===== src/rtl/mem_resp_pkg.sv =====
// Shared types and constants for the data-memory responder.
// Latency: n/a (declarations only).
// Backpressure: n/a.
package mem_resp_pkg;

    typedef enum logic [1:0] {
        IDLE = 2'd0,
        WAIT = 2'd1,
        BEAT = 2'd2
    } state_e;

    localparam logic [7:0] MMIO_ADDR     = 8'hFF;
    localparam int         BURST_LEN_DEF = 4;
    localparam int         WAIT_CNT_W    = 4;

endpackage


===== src/rtl/ram_256x8.sv =====
// 256x8 data RAM: synchronous write, combinational (asynchronous) read, no reset.
// Latency: write visible to the read port the cycle after the write edge.
// Backpressure: none; one write and one read per cycle.
// Ports: clk_i clock; we_i/waddr_i/wdata_i write port; raddr_i/rdata_o read port.
module ram_256x8 (
    input  logic       clk_i,
    input  logic       we_i,
    input  logic [7:0] waddr_i,
    input  logic [7:0] wdata_i,
    input  logic [7:0] raddr_i,
    output logic [7:0] rdata_o
);

    logic [7:0] mem_q [256];

    always_ff @(posedge clk_i) begin
        if (we_i) begin
            mem_q[waddr_i] <= wdata_i;
        end
    end

    assign rdata_o = mem_q[raddr_i];

endmodule


===== src/rtl/data_mem_responder.sv =====
// Responder for the 8-bit data-memory bus: single-byte reads/writes and BURST_LEN-beat burst reads.
// Latency: beat k of a read accepted at edge t is valid in cycle t+1+WAIT_CYCLES+k; writes take one cycle.
// Backpressure: ready is high only in IDLE; requests while ready=0 are dropped, never queued.
// Ports: clock/reset_n (async active-low); mem_read/mem_write/burst/address/data request side;
//        q/q_valid returned beats; ready accept strobe; sw/led memory-mapped I/O at 0xFF.
// Optional feature: define MEM_MMIO_EN to map address 0xFF onto sw (read) and led (write);
//        otherwise 0xFF is plain RAM, led is tied to 0 and sw is ignored.
module data_mem_responder
    import mem_resp_pkg::*;
#(
    parameter int WAIT_CYCLES = 0,
    parameter int BURST_LEN   = BURST_LEN_DEF
) (
    input  logic       clock,
    input  logic       reset_n,
    input  logic       mem_read,
    input  logic       mem_write,
    input  logic       burst,
    input  logic [7:0] address,
    input  logic [7:0] data,
    input  logic [4:0] sw,
    output logic [7:0] q,
    output logic       q_valid,
    output logic       ready,
    output logic [7:0] led
);

    localparam int CNT_W = $clog2(BURST_LEN + 1);

    state_e                 state_q, state_d;
    logic [7:0]             ptr_q, ptr_d;
    logic [CNT_W-1:0]       beat_q, beat_d;
    logic [WAIT_CNT_W-1:0]  wait_q, wait_d;
    logic [7:0]             q_q, q_d;
    logic                   q_valid_q, q_valid_d;

    logic                   accept_wr;
    logic                   accept_rd;
    logic                   ram_we;
    logic [7:0]             ram_raddr;
    logic [7:0]             ram_rdata;
    logic [7:0]             fetch_data;
    logic [CNT_W-1:0]       beat_total;

    // Write wins over a simultaneous read; the read is simply dropped.
    assign accept_wr  = (state_q == IDLE) && mem_write;
    assign accept_rd  = (state_q == IDLE) && mem_read && !mem_write;
    assign beat_total = burst ? CNT_W'(BURST_LEN) : CNT_W'(1);

    // In IDLE the first beat may be fetched straight from the request address;
    // afterwards ptr_q always holds the address of the next beat to fetch.
    assign ram_raddr = (state_q == IDLE) ? address : ptr_q;

`ifdef MEM_MMIO_EN
    logic [7:0] led_q, led_d;

    assign ram_we     = accept_wr && (address != MMIO_ADDR);
    assign fetch_data = (ram_raddr == MMIO_ADDR) ? {3'b000, sw} : ram_rdata;
    assign led_d      = (accept_wr && (address == MMIO_ADDR)) ? data : led_q;
    assign led        = led_q;

    always_ff @(posedge clock or negedge reset_n) begin
        if (!reset_n) begin
            led_q <= 8'h00;
        end else begin
            led_q <= led_d;
        end
    end
`else
    logic unused_sw;

    assign ram_we     = accept_wr;
    assign fetch_data = ram_rdata;
    assign led        = 8'h00;
    assign unused_sw  = ^sw;
`endif

    ram_256x8 u_ram (
        .clk_i   (clock),
        .we_i    (ram_we),
        .waddr_i (address),
        .wdata_i (data),
        .raddr_i (ram_raddr),
        .rdata_o (ram_rdata)
    );

    // q/q_valid are registered, so each beat is loaded on the edge that opens
    // its BEAT cycle. beat_q counts beats still to be fetched; the final BEAT
    // cycle is the one where it has reached zero.
    always_comb begin
        state_d   = state_q;
        ptr_d     = ptr_q;
        beat_d    = beat_q;
        wait_d    = wait_q;
        q_d       = q_q;
        q_valid_d = 1'b0;

        case (state_q)
            IDLE: begin
                if (accept_rd) begin
                    if (WAIT_CYCLES == 0) begin
                        q_d       = fetch_data;
                        q_valid_d = 1'b1;
                        ptr_d     = address + 8'd1;
                        beat_d    = beat_total - 1'b1;
                        state_d   = BEAT;
                    end else begin
                        ptr_d     = address;
                        beat_d    = beat_total;
                        wait_d    = WAIT_CNT_W'(WAIT_CYCLES - 1);
                        state_d   = WAIT;
                    end
                end
            end
            WAIT: begin
                if (wait_q == '0) begin
                    q_d       = fetch_data;
                    q_valid_d = 1'b1;
                    ptr_d     = ptr_q + 8'd1;
                    beat_d    = beat_q - 1'b1;
                    state_d   = BEAT;
                end else begin
                    wait_d    = wait_q - 1'b1;
                end
            end
            BEAT: begin
                if (beat_q != '0) begin
                    q_d       = fetch_data;
                    q_valid_d = 1'b1;
                    ptr_d     = ptr_q + 8'd1;
                    beat_d    = beat_q - 1'b1;
                end else begin
                    state_d   = IDLE;
                end
            end
            default: begin
                state_d = IDLE;
            end
        endcase
    end

    always_ff @(posedge clock or negedge reset_n) begin
        if (!reset_n) begin
            state_q   <= IDLE;
            ptr_q     <= 8'h00;
            beat_q    <= '0;
            wait_q    <= '0;
            q_q       <= 8'h00;
            q_valid_q <= 1'b0;
        end else begin
            state_q   <= state_d;
            ptr_q     <= ptr_d;
            beat_q    <= beat_d;
            wait_q    <= wait_d;
            q_q       <= q_d;
            q_valid_q <= q_valid_d;
        end
    end

    assign ready   = (state_q == IDLE);
    assign q       = q_q;
    assign q_valid = q_valid_q;

endmodule


===== config.mk =====
export PLATFORM = sky130hd
export DESIGN_NAME = data_mem_responder
export DESIGN_NICKNAME = d
export VERILOG_FILES = /design/src/rtl/mem_resp_pkg.sv /design/src/rtl/ram_256x8.sv /design/src/rtl/data_mem_responder.sv
export SDC_FILE = /design/constraint.sdc
export NUM_CORES = 2
export LEC_CHECK = 0
export CORE_ASPECT_RATIO = 0.5
export CORE_MARGIN = 2
export CORE_UTILIZATION = 40
export DETAILED_ROUTE_END_ITERATION = 6
export PLACE_DENSITY = 0.55
export SYNTH_ARGS = -nofsm -noshare
export SYNTH_HDL_FRONTEND = slang
export SYNTH_SLANG_ARGS = --single-unit

===== constraint.sdc =====
create_clock -name clock -period 3.3 [get_ports clock]
set_clock_uncertainty 0.15 [all_clocks]
set_input_delay 0.66 -clock clock [delete_from_list [all_inputs] [get_ports clock]]
set_output_delay 0.66 -clock clock [all_outputs]
set_load 0.1 [all_outputs]

# ---- Word-level counts from Yosys, hierarchy flattened
# Memory sizes are Yosys's and may differ from the RTL's.
# Index checks and enable logic that the tools add are counted.
dict set report classes {
  add_sub_neg 5
  n_eq_ne 6
  muxes 24
  bitwise_logic 1
  reduce_logical 11
}
# cell count
set ops {}
lappend ops {{2-to-1 mux 8 bit} 7}
lappend ops {{one-hot mux 8 bit (3 select lines)} 2}
lappend ops {{adder 8 x 1 -> 8 bit, second input constant} 2}
lappend ops {{2-to-1 mux 3 bit} 4}
lappend ops {{one-hot mux 3 bit (3 select lines)} 1}
lappend ops {{2-to-1 mux 2 bit} 3}
lappend ops {{!= test 2 bit, second input constant} 3}
lappend ops {{one-hot mux 2 bit (3 select lines)} 1}
lappend ops {{nonzero test 3 bit} 2}
lappend ops {{subtractor 3 x 1 -> 3 bit, second input constant} 2}
lappend ops {{2-to-1 mux 1 bit} 5}
lappend ops {{zero test 4 bit} 1}
lappend ops {{AND reduction 4 bit} 1}
lappend ops {{subtractor 4 x 1 -> 4 bit, second input constant} 1}
lappend ops {{logical AND 1 bit} 3}
lappend ops {{one-hot mux 1 bit (3 select lines)} 1}
lappend ops {{AND reduction 3 bit} 1}
lappend ops {{equality test 2 x 1 -> 1 bit, second input constant} 1}
lappend ops {{equality test 2 bit, second input constant} 1}
lappend ops {{zero test 2 bit} 1}
lappend ops {{!= test 2 x 1 -> 1 bit, second input constant} 1}
lappend ops {{AND reduction 2 bit} 1}
lappend ops {{zero test 1 bit} 1}
lappend ops {{NOT 1 bit} 1}
dict set report totals {
  regBits 26
  mem_bits_rw 2048
  input_bits 26
  output_inout_bits 18
  word_cells 54
  n_memories 1
}
# name depth width read_ports rd_ports_with_merged_regs write_ports line_no
set mem_list {}
lappend mem_list {u_ram.mem_q 256 8 1 0 1 ram_256x8.sv:14} ;# logic [7:0] mem_q [256];

# ---- Logic depth before layout (Yosys ltp)
dict set report logic_depth {
  ltp_word 5
  mapped_depth 14
  ltp_nobuf 9
}

# ---- Cells and area by module
# From an unflattened synthesis, not the netlist that was laid out.
dict set report hier_totals {
  cells_unflattened 3853
  hier_area_um2 80607.3
}
# mod n_inst cells_each area_per_inst_um2 seq_area_each_um2
set by_module_without_submodules {}
lappend by_module_without_submodules {ram_256x8 1 3725 79396.1 61499.0}
lappend by_module_without_submodules {data_mem_responder 1 128 1211.2 525.5}

# ---- Least setup slack after synthesis
# OpenSTA, ideal clock, no wires.
dict set report synth_path {
  path_type {reg-to-reg}
  startpoint {register state_q[1]}
  endpoint {memory u_ram.mem_q[204][0], enable pin}
  setup_time_ns 0.395
  t_arrival_ns 2.526
  t_required_ns 2.755
  setup_slack_ns 0.229
  stages_incl_launch_ff 8
  path_buffers 4
  synth_period_minus_slack_ns 3.071
  cell_sequence {dfrtp_1 > buf_4 > buf_2 > clkbuf_1 > nor2b_1 > clkbuf_1 > nand3_1 > nor4_1}
}
dict set report synth_between {
  elab_chain_len 4
}
# element line_no
set synth_rtl {}
lappend synth_rtl {{start, declared} data_mem_responder.sv:30} ;# state_e state_q, state_d;
lappend synth_rtl {{start signal, assigned} data_mem_responder.sv:151} ;# state_q <= state_d;
lappend synth_rtl {{zero test 2 bit} data_mem_responder.sv:46} ;# assign accept_wr = (state_q == IDLE) && mem_write;
lappend synth_rtl {{logical AND 1 bit} data_mem_responder.sv:46}
lappend synth_rtl {{2-to-1 mux 1 bit} ram_256x8.sv:17} ;# if (we_i) begin
lappend synth_rtl {{2-to-1 mux 1 bit (implied by the code)} ram_256x8.sv:18} ;# mem_q[waddr_i] <= wdata_i;
lappend synth_rtl {{end, declared} ram_256x8.sv:14}
# Every way passes these cells.

# ---- Worst setup path in the final report
dict set report layout_path {
  startpoint {register state_q[1]}
  endpoint {register q_q[0] (netlist: q[0])}
}
dict set report layout_between {
  elab_chain_len 5
  word_cells_on_any_way 16
  cone_classes {eq/ne: 5; mux: 5; reduce/logical: 5; memory: 1}
}
# element line_no
set layout_rtl {}
lappend layout_rtl {{zero test 2 bit} {data_mem_responder.sv:47, data_mem_responder.sv:52, data_mem_responder.sv:98}}
lappend layout_rtl {{2-to-1 mux 8 bit / logical AND 1 bit (equally long branches)} {data_mem_responder.sv:52, data_mem_responder.sv:47}}
lappend layout_rtl {{memory (256 x 8 bit) / logical AND 1 bit (equally long branches)} -}
lappend layout_rtl {{2-to-1 mux 8 bit, or another cell as far along} data_mem_responder.sv:127} ;# if (beat_q != '0) begin
lappend layout_rtl {{one-hot mux 8 bit (3 select lines) / AND reduction 4 bit (equally long branches)} -}
lappend layout_rtl {{end signal, assigned} data_mem_responder.sv:155} ;# q_q <= q_d;
lappend layout_rtl {{end, declared} data_mem_responder.sv:34} ;# logic [7:0] q_q, q_d;
# Several ways; a longest one is shown, not always the timed one. The select of a mux whose other input is x is not followed.
# A chain may end at the register's enable or synchronous reset.

==> key figures <==
CTS
  • Clk sink count: 2069
  • Clk_lat worst skew: 0.85 ns
  • Clock tree buffer depth: 4
  • Clock transition at path regs: 0.06 ns
  • Inserted Clock Buffers: 193
  • H-tree levels: 4
  • Hold buffers post-CTS: 0
  • CTS root buf: clkbuf_16
  • CTS tree: built

Floorplanning
  • Initial Util: 0.404
  • Die Ht: 325 µm
  • Core ar.: 0.204 mm²
  • # IOs: 44
  • Std cell rows: 117
  • Die W: 645 µm
  • Die area: 0.210 mm²

Drt
  • Vias per inst: 5.73
  • Post-Route WL: 274 mm
  • DRC Markers: 0
  • Via count: 54900
  • Antenna-violating nets left: 0
  • Wire per inst: 28.5 µm
  • DRT Pass-1 Iters: 6
  • Initial DRC count: 7850

Power
  • Psw: 34.6 mW
  • Power share of the clock group: 0.233
  • Pwr dens: 892 mW/mm²
  • Internal power: 56.0 mW
  • Power, Total: 90.6 mW
  • LEAKAGE: 35.0 nW
  • Combinational share of power: 0.444
  • Switch share: 0.382
  • Worst IR Drop VDD: 642 µV
  • Flop pwr share: 0.323

Setup path
  • CP Capture Type: register
  • Worst R2R Start: state_q[1]
  • Worst path required time: 3.87 ns
  • Crit start category: register
  • Cells on worst reg2reg path: 13
  • Reg2reg setup slack: -0.29 ns
  • Worst Path Max Fanout: 5
  • Kind of critical path: reg -> reg
  • Critical R2R Capture: q[0]
  • Worst Path Arrival: 4.16 ns

STA
  • Slew margin rel.: 0.444
  • PnR worst setup slack: -0.289 ns
  • Hold Vio Cnt, Final: 0
  • F_max: 279 MHz
  • RSZ-0062 raised after global routing: yes
  • Slew Limit Fails: 0
  • Worst slew pin tran: 0.834 ns
  • Final Critical Period: 3.59 ns
  • Setup-failing EPs final: 8
  • Crit share post-route: 1.09

Global route
  • Largest net degree at the start of global routing: 91
  • GRT Residual Overflow: 0
  • First-pass GRT wire length: 387 mm
  • GRT Total Usage: 0.255
  • Number of global-route vias before repair: 52800
  • Initial antenna violation count: 12

Place
  • Placed cell areas: 0.0930 mm²
  • PortBufs: 30
  • Final GP Congestion: 0.946
  • HPWL Detailed: 173 mm

Synthesis
  • Mapped Avg Cell Area: 14.0 µm²
  • Synth cell types: 57
  • Syn. warnings: 0
  • Largest family of logic cells by synthesized area: simple AND/OR/NAND/NOR gates
  • Xor and xnor fraction of the mapped netlist area: 0.000639
  • Post-Synthesis Cells: 5876
  • Sequential cell area fraction in the yosys report: 0.754
  • Largest area contributor in the netlist: edfxtp_1
  • Ranking of synthesized cells by area: edfxtp_1, nand2_1, nand3_1, mux4_2, a21oi_1
  • Post-synthesis mux area share: 0.0463
  • Asr flop ratio synth: 0.0101
  • Post-Synth Adder-Cell Area: 0.000304
  • Mapped Area: 0.0823 mm²
  • Share of the synthesized area in the top cell type: 0.747
  • EDFF count, synth: 2048
  • Synth Area in Compound Gates: 0.0470
  • Top FF cell, synth: edfxtp_1
  • Flops & latches, synth: 2069
  • Area share of and/or/nand/nor cells after synthesis: 0.129

Flow run
  • Max-cap violations: 0

Outcome
  • Outcome: complete, but fails checks
  • Failing checks: negative setup slack

Cells and area
  • Layout area overhead: 23.4%
  • Layout filler cell count: 17100
  • Final #Nets: 6741
  • Fraction of layout cells with a size suffix above 1: 0.230
  • Cell area after layout: 0.102 mm²

Hold path
  • Hold Path Class: in -> async
layer usage:
metal	up-vias	routed length, µm	global-route usage	share of wire
met5	-	78	0	0.00029
met4	8	9210	0.0746	0.034
met3	449	29500	0.0533	0.11
met2	2954	122000	0.392	0.45
met1	28000	113000	0.368	0.41
li1	23500	-	-	-
through the flow:
step                      setup TNS, ns  std cells  hold WS [ns]  setup slack [ns]  utilization
after floorplan                       0       5883         0.214             0.229            -
after global placement           -15.81       9197         0.338             -1.77        0.456
after detailed placement         -15.65       9197         0.372             -1.82        0.456
after CTS                         -1.03       9571        0.0494            -0.218        0.494
after global routing              -2.10       9590        0.0780            -0.361        0.498
final                             -1.54       9590        0.0690            -0.289        0.498
repair_timing:
action                                  CTS  global route
setup buffers                            36            12
gates cloned                             11             5
hold endpoints to repair                  0             0
resized for setup                       311           116
pin swaps                                51            25
endpoints found under the setup margin    8             8
state kept, by name (all words and copies together), names as in the netlist:
signal       count
beat_q           3
state_q          1
ptr_q            8
u_ram.mem_q   2048
q                8
q_valid          1
critical path: stages, from the launching register on:
cell and delay [ns]:
dfrtp_2 0.47, mux2i_4 0.27, buf_6 0.15, buf_12 0.13, clkinv_16 0.09, buf_12 0.16
buf_6 0.12, mux4_2 0.46, a2111oi_4 0.40, o21ai_2 0.11, nand4_1 0.37, buf_4 0.19
a32o_2 0.27, a31oi_1 0.10
cells by family (layout without fill, tap and decap cells):
family          count (synthesis)  after routing
simple gates                 2548           2548
flops                        2069           2069
compound gates                619            619
buf+inv                       401           1369
mux                           230            230
xor+xnor                        6              6
fa+ha+maj                       2              2
other cells                     1             10
cell usage after synthesis (3+ instances only):
library cell	count
o221ai_1	5
mux4_2	117
a22oi_1	3
o21ai_1	24
o22ai_1	17
a21oi_1	273
o2111ai_1	3
nand3_1	688
inv_1	7
buf_2	117
a2111oi_0	94
nor3_1	7
buf_1	14
edfxtp_1	2048
nor2_1	293
nand2_1	1493
clkbuf_1	208
and2_1	6
a31oi_1	42
a311oi_1	23
mux2i_1	103
mux2_2	6
buf_6	14
xnor2_1	5
nor4_1	4
o211ai_1	13
a221o_1	8
dfrtp_1	21
a22o_1	10
and3_1	28
o21ai_0	73
nand4_1	15
buf_4	38
a32o_1	8
o31ai_1	10
nor2b_1	9
how the worst max path moves through the flow:
stage / to / startpoint
6_report: q[0] / state_q[1]
5_1_grt: q[0] / state_q[1]
4_1_cts: q[3] / state_q[1]
3_5_place_dp: q[3] / address[1]
3_3_place_gp: q[3] / address[1]
2_1_floorplan: u_ram.mem_q[204][0] / state_q[1]
power groups by stage:
stage          sequential, mW  combinational (mW)  clock, mW
6_report                 29.3                40.2       21.1
5_1_grt                  29.3                41.8       22.4
4_1_cts                  29.3                38.2       21.3
3_5_place_dp             29.8                34.4          0
3_3_place_gp             29.8                34.3          0
2_1_floorplan            30.1                15.6          0
final cells by class:
type | instances | area [µm²] | share of cell area
repair buffers | 1025 | 10200 | 0.100
multi-input cells | 3413 | 20100 | 0.198
clock buffers | 237 | 5070 | 0.0499
repair inverters | 2 | 50.0 | 0.000493
well taps | 2737 | 3420 | 0.0337
clock inverters | 96 | 647 | 0.00637
inverters | 9 | 66.3 | 0.000653
diodes | 2 | 5.00 | 0.0000493
flip-flops and latches | 2069 | 62000 | 0.611
placed cells by master (no fill, tap or decap), types with 12 or more instances in the layout:
| cell type | synthesis | final |
|---|---|---|
| a31oi_1 | 42 | 36 |
| o22ai_1 | 17 | 17 |
| buf_4 | 38 | 806 |
| buf_12 | 0 | 132 |
| a2111oi_0 | 94 | 12 |
| nand3_1 | 688 | 674 |
| buf_16 | 0 | 15 |
| nand4_1 | 15 | 15 |
| buf_6 | 14 | 35 |
| clkinv_1 | 0 | 54 |
| a2111oi_2 | 0 | 40 |
| mux2i_1 | 103 | 97 |
| a21oi_2 | 0 | 16 |
| o21ai_1 | 24 | 32 |
| clkbuf_1 | 208 | 39 |
| clkdlybuf4s50_1 | 0 | 12 |
| clkinv_2 | 0 | 26 |
| nor2_1 | 293 | 286 |
| edfxtp_1 | 2048 | 2048 |
| mux4_2 | 117 | 117 |
| a311oi_1 | 23 | 14 |
| o21ai_0 | 73 | 43 |
| nand2_1 | 1493 | 1490 |
| o21ai_2 | 0 | 18 |
| o211ai_1 | 13 | 13 |
| a21oi_1 | 273 | 256 |
| a2111oi_4 | 0 | 38 |
| dfrtp_1 | 21 | 20 |
| and3_1 | 28 | 28 |
| clkbuf_16 | 0 | 200 |
Power figures use the tool's default switching activity.
